`src/rtl/frame_tx_pkg.sv`:
```
// Shared types and defaults for the frame transmit path: FSM state encoding,
// link parameters and the SYNC_WORD escaping rule also used by the NANO-side model.
package frame_tx_pkg;

  typedef enum logic [2:0] {
    IDLE,
    SYNC,
    FETCH,
    LOAD,
    SEND,
    DONE
  } state_t;

  localparam int          PIX_W_DEF     = 12;
  localparam logic [11:0] SYNC_WORD_DEF = 12'hFFF;
  localparam int          SYNC_LEN_DEF  = 2;

  // Wide enough for any practical pixel width; callers cast in and out.
  localparam int ESC_W = 32;

  // A pixel that collides with the sync word is nudged one code down so the
  // receiver can treat every SYNC_WORD as a frame boundary.
  function automatic logic [ESC_W-1:0] esc_pixel(input logic [ESC_W-1:0] pix,
                                                 input logic [ESC_W-1:0] sync_word);
    return (pix == sync_word) ? sync_word - 32'd1 : pix;
  endfunction

endpackage

```
`src/rtl/frame_addr_counter.sv`:
```
// Linear pixel index into frame memory, with a flag marking the final pixel
// of the frame.
module frame_addr_counter #(
  parameter int ADDR_W = 17,
  parameter int IMG_W  = 320,
  parameter int IMG_H  = 240
) (
  input  logic              clk,
  input  logic              rst,
  input  logic              clear,
  input  logic              incr,
  output logic [ADDR_W-1:0] index,
  output logic              last_pixel
);

  localparam logic [ADDR_W-1:0] LAST_IDX = ADDR_W'(IMG_W * IMG_H - 1);

  // NOTE: clocked state uses <= so every register samples pre-edge values,
  // independent of the order the blocks happen to be evaluated in.
  always_ff @(posedge clk or negedge rst) begin
    if (!rst)       index <= '0;
    else if (clear) index <= '0;
    else if (incr)  index <= index + 1'b1;
  end

  assign last_pixel = (index == LAST_IDX);

endmodule

```
`src/rtl/frame_tx_sequencer.sv`:
```
// Streams one frame out of frame memory toward send_pixel: SYNC_LEN sync words,
// then every pixel in raster order with sync-word escaping, over valid/ready.
module frame_tx_sequencer
  import frame_tx_pkg::*;
#(
  parameter int               PIX_W     = PIX_W_DEF,
  parameter int               IMG_W     = 320,
  parameter int               IMG_H     = 240,
  parameter int               ADDR_W    = 17,
  parameter logic [PIX_W-1:0] SYNC_WORD = PIX_W'(SYNC_WORD_DEF),
  parameter int               SYNC_LEN  = SYNC_LEN_DEF
) (
  input  logic              clk,
  input  logic              rst,
  input  logic              start,
  input  logic              abort,
  output logic              mem_rd_en,
  output logic [ADDR_W-1:0] mem_addr,
  input  logic [PIX_W-1:0]  mem_data,
  output logic [PIX_W-1:0]  px_data,
  output logic              px_valid,
  input  logic              px_ready,
  output logic              busy,
  output logic              done,
  output logic [7:0]        frame_cnt
);

  localparam int                    SYNC_CNT_W = $clog2(SYNC_LEN + 1);
  localparam logic [SYNC_CNT_W-1:0] SYNC_LAST  = SYNC_CNT_W'(SYNC_LEN - 1);

  state_t                state_q, state_d;
  logic [SYNC_CNT_W-1:0] sync_cnt;
  logic                  abort_q;
  logic [PIX_W-1:0]      pix_q;
  logic                  xfer;
  logic                  abort_any;
  logic                  last_pixel;
  logic                  idx_clear;
  logic                  idx_incr;

  assign xfer      = px_valid && px_ready;
  assign abort_any = abort || abort_q;

  // The index only moves on entry to FETCH, so mem_addr keeps its last value
  // in every other state.
  assign idx_clear = (state_q == SYNC) && (state_d == FETCH);
  assign idx_incr  = (state_q == SEND) && (state_d == FETCH);

  frame_addr_counter #(
    .ADDR_W (ADDR_W),
    .IMG_W  (IMG_W),
    .IMG_H  (IMG_H)
  ) u_addr (
    .clk        (clk),
    .rst        (rst),
    .clear      (idx_clear),
    .incr       (idx_incr),
    .index      (mem_addr),
    .last_pixel (last_pixel)
  );

  always_ff @(posedge clk or negedge rst) begin
    if (!rst) state_q <= IDLE;
    else      state_q <= state_d;
  end

  // NOTE: the default assignment up front keeps this block free of latches
  // on any path the case statement does not cover.
  always_comb begin
    state_d = state_q;
    unique case (state_q)
      IDLE:    if (start && !abort) state_d = SYNC;
      SYNC:    if (xfer) state_d = abort_any ? IDLE : ((sync_cnt == SYNC_LAST) ? FETCH : SYNC);
      FETCH:   state_d = abort_any ? IDLE : LOAD;
      LOAD:    state_d = abort_any ? IDLE : SEND;
      SEND:    if (xfer) state_d = abort_any ? IDLE : (last_pixel ? DONE : FETCH);
      DONE:    state_d = IDLE;
      default: state_d = IDLE;
    endcase
  end

  always_comb begin
    mem_rd_en = (state_q == FETCH);
    px_valid  = (state_q == SYNC) || (state_q == SEND);
    px_data   = (state_q == SYNC) ? SYNC_WORD : pix_q;
    busy      = (state_q != IDLE);
    done      = (state_q == DONE);
  end

  // NOTE: pix_q is datapath but is still reset, because px_data must read 0
  // while reset is held.
  always_ff @(posedge clk or negedge rst) begin
    if (!rst) begin
      sync_cnt  <= '0;
      abort_q   <= 1'b0;
      pix_q     <= '0;
      frame_cnt <= '0;
    end else begin
      if (state_q == IDLE) begin
        sync_cnt <= '0;
        abort_q  <= 1'b0;
      end else begin
        if (abort) abort_q <= 1'b1;
        if ((state_q == SYNC) && xfer) sync_cnt <= sync_cnt + 1'b1;
      end
      if (state_q == LOAD) pix_q <= PIX_W'(esc_pixel(ESC_W'(mem_data), ESC_W'(SYNC_WORD)));
      if (state_q == DONE) frame_cnt <= frame_cnt + 1'b1;
    end
  end

endmodule

```
`config.mk`:
```
export PLATFORM = sky130hd
export DESIGN_NAME = frame_tx_sequencer
export DESIGN_NICKNAME = d
export VERILOG_FILES = /design/src/rtl/frame_tx_pkg.sv /design/src/rtl/frame_addr_counter.sv /design/src/rtl/frame_tx_sequencer.sv
export SDC_FILE = /design/constraint.sdc
export NUM_CORES = 1
export LEC_CHECK = 0
export CORE_ASPECT_RATIO = 2
export CORE_MARGIN = 5
export CORE_UTILIZATION = 42
export DETAILED_ROUTE_END_ITERATION = 12
export GPL_TIMING_DRIVEN = 1
export PLACE_DENSITY = 0.7
export SYNTH_ARGS = -nofsm -noshare
export SYNTH_HDL_FRONTEND = slang
export SYNTH_SLANG_ARGS = --single-unit
```
`constraint.sdc`:
```
create_clock -name clk -period 3.9 [get_ports clk]
set_input_delay 0.585 -clock clk [delete_from_list [all_inputs] [get_ports clk]]
set_output_delay 0.585 -clock clk [all_outputs]
set_load 0.01 [all_outputs]
```
==> results.py <==
metrics = {
    "sta": {
        "report.final.setup_viol": 0,
        "drv_slew": 0,
        "worst_hold_margin_ps": 443,
        "worst_slew_margin_rel_pct": 34.5,
        "finalClockSkew_ps": 3.82,
        "rsz_0062_raised_after_global_routing": "no",
        "worst_pin_slew_ps": 982,
        "maxClockFrequency_mhz": 366,
        "min_period_ps": 2730,
        "final_hold_violating_endpoints": 0,
        "min_period_over_period_pct": 70.1,
        "final.setup.tns_ps": 0,
    },
    "worst_setup_path": {
        "sort_of_element_at_the_start_of_the_critical_path": "primary input",
        "critical_path_class": "in -> reg",
        "critical-path-max-stage-delay_ps": 580,
        "cp.buffers_inverters": 1,
        "required_time_at_the_endpoint_of_the_critical_path_ps": 4130,
        "worstPathArrival_ps": 2960,
        "worstPathMaxFanout": 24,
        "cp_cell_sequence": "clkdlybuf4s50_1 -> nor3b_4 -> nand3_1 -> o2111a_4 -> or4_1 -> a21oi_1",
        "critical_path_sink_type": "flop",
        "worst_path_dominant_cell_family": "simple AND/OR/NAND/NOR gates",
        "cpMaxStageDelayCell": "clkdlybuf4s50_1",
    },
    "place": {
        "dp_hpwl_um": 4250,
        "dpl_cell_area_mm2": 0.00292,
        "numPortBuffers": 57,
        "gpl.final_weighted_congestion": 0.857,
        "numPlacedInstances": 332,
    },
    "final_layout": {
        "stdcell_area_mm2": 0.00300,
        "syn2layout_area_growth_pct": 28.6,
        "antenna_diode_count": 0,
        "finish.net_count": 299,
        "final_cells": 340,
        "post_route_cells_drive_above_1_share_pct": 15.4,
    },
    "grt": {
        "global_route.usage.total_pct": 16.6,
        "largest_net_degree_at_the_start_of_global_routing": 44,
        "first_pass_grt_wire_length_um": 9620,
        "grt_pass1_vias": 2083,
        "antenna_found_initial": 0,
        "total_gr_overflow": 0,
    },
    "synth": {
        "post_synth_num_cell_types": 49,
        "post_synth_top_area_cell": "dfrtp_1",
        "synthesis.area_mm2": 0.00233,
        "postSynthNetCount": 246,
        "number_of_synthesized_register_bits": 43,
        "synth_common_cells": "dfrtp_1, nand2_1, nand3_1, o31ai_1, or2_2",
        "synth.yosys.warnings": 0,
        "synthCells": 226,
        "post_synth.cell_area_avg_um2": 10.3,
        "synth.most_common_cell": "dfrtp_1",
        "synth_async_sr_flop_share_pct": 100,
        "number_of_enable_flip_flop_cells_after_synthesis": 0,
        "synthTopCellsByArea": "dfrtp_1, mux2_2, o31ai_1",
        "postSynth.topFlopCell": "dfrtp_1",
        "synth_sequential_area_ratio_pct": 46.1,
        "synthDominantCellAreaShare_pct": 46.1,
    },
    "routing": {
        "avgViaCountPerCell": 5.82,
        "route.detailed.drc": 0,
        "wl_met2_um": 3120,
        "drt-total-wl_um": 5740,
        "detailedRoute.firstPassIterationCount": 8,
        "routedWlPerCell_um": 16.9,
        "wl_met3_um": 316,
        "ant_nets": 0,
        "vias": 1980,
        "violation_count_after_the_first_detailed_route_iteration": 79,
        "highest_routed_layer": "met4",
        "met1_length_um": 2140,
    },
    "pwr": {
        "power.internal_uw": 942,
        "clock_power_share_pct": 20.3,
        "total_switching_power_uw": 463,
        "switching_share_pct": 33.0,
        "pwr_density_cell_mw_per_mm2": 468,
        "share_comb_of_total_power_pct": 37.0,
        "power.share.sequential_pct": 42.7,
        "static-leakage-power_uw": 0.00122,
        "power_uw": 1410,
        "max-vdd-ir-drop_uv": 384,
    },
    "floorplan": {
        "floorplan.initialDensity_pct": 43.1,
        "placeableCoreArea_mm2": 0.00542,
        "ios": 58,
        "die-width_um": 62.7,
        "fp-row-count": 38,
        "die-area_mm2": 0.00724,
        "die_h_um": 115,
    },
    "min_path": {
        "worstHoldPathType": "in -> async",
    },
    "clocking": {
        "post_cts_resize_count": 0,
        "clock-root-buffer": "clkbuf_8",
        "cts_tree": "built",
        "cts.reportedPaths.clkPinSlew_ps": 80,
        "cts_hold_buf": 0,
        "clock_insertion_delay_worst_skew_ps": 300,
        "post_cts.repair.setup_buffers": 0,
        "cts.htree.levels": 2,
        "tritoncts.num_buffers": 5,
        "cts_sinks": 43,
        "cts_buffer_depth": 2,
    },
    "job": {
        "drv.max_cap_violation_count": 0,
    },
    "run_status": {
        "status": "finished, final reports clean",
    },
}
## layer usage
metal / vias to the layer above / track usage [%]
li1: 940 / -
met1: 970 / 17.6
met2: 59 / 30.1
met3: 11 / 3.88
met4: 0 / 8.50
met5: - / 0
## layout by cell type, fill, tap and decap left out, types with 7 or more instances in the layout
master	netlist	layout
o31ai_1	13	13
mux2_2	12	12
nand2b_1	7	7
nor2_1	11	11
clkdlybuf4s50_1	0	56
a21oi_1	8	8
or2_2	13	13
nand2_1	16	16
dfrtp_1	43	43
nand3_1	13	13
nand4_1	7	7
## power by group through the flow
stage / Combinational, µW / Sequential, µW / Clock, µW
5_1_grt: 575 / 613 / 309
3_3_place_gp: 521 / 605 / 0
3_5_place_dp: 524 / 609 / 0
4_1_cts: 530 / 601 / 289
2_1_floorplan: 294 / 586 / 0
6_report: 520 / 600 / 285
## worst paths after layout
kind / to / from / slack, ps / cells after the start
max: u_addr.index[11] / px_ready / 1170 / 6
min: u_addr.index[0] / rst / 440 / 1
max reg2reg: u_addr.index[11] / state_q[0] / 1480 / 5
min reg2reg: frame_cnt[7] / frame_cnt[7] / 480 / 1
max in group asynchronous: sync_cnt[1] / rst / 2840 / 1
min in group clk: frame_cnt[7] / frame_cnt[7] / 480 / 1
## metrics by stage
stage | util [%] | setup slack, ps
after floorplan | - | 1910
after global placement | 53.8 | 962
after detailed placement | 53.8 | 872
after CTS | 55.4 | 1180
after global routing | 55.4 | 982
final | 55.4 | 1170
## worst reg2reg max path: cells and delay by family, from the launching register on
family	cells	cell delay (ps)
AO/OA/AOI/OAI	2	570
flip-flops	1	550
AND/OR/NAND/NOR	3	1240
## layout make-up
cell class | count | area [µm²]
well taps | 60 | 75.1
flip-flops and latches | 43 | 1080
inverters | 4 | 15.0
multi-input cells | 167 | 1180
clock inverters | 2 | 12.5
repair buffers | 58 | 573
clock buffers | 6 | 72.6
fillers | 511 | 2420
## state kept, by name, summed over array words and instances, names as in the netlist
name,cells
u_addr.index,17
pix_q,12
frame_cnt,8
state_q,3
sync_cnt,2
abort_q,1
## cell families (layout without fill, tap and decap cells)
family | after synthesis | after routing | synth area share (%)
buffers and inverters | 16 | 70 | 3.43
adder cells (fa/ha/maj) | 3 | 3 | 1.61
multiplexers | 13 | 13 | 6.22
AO/OA/AOI/OAI | 45 | 45 | 14.1
XOR/XNOR | 9 | 9 | 3.38
flip-flops | 43 | 43 | 46.1
AND/OR/NAND/NOR | 97 | 97 | 25.1
Power figures use the tool's default switching activity.
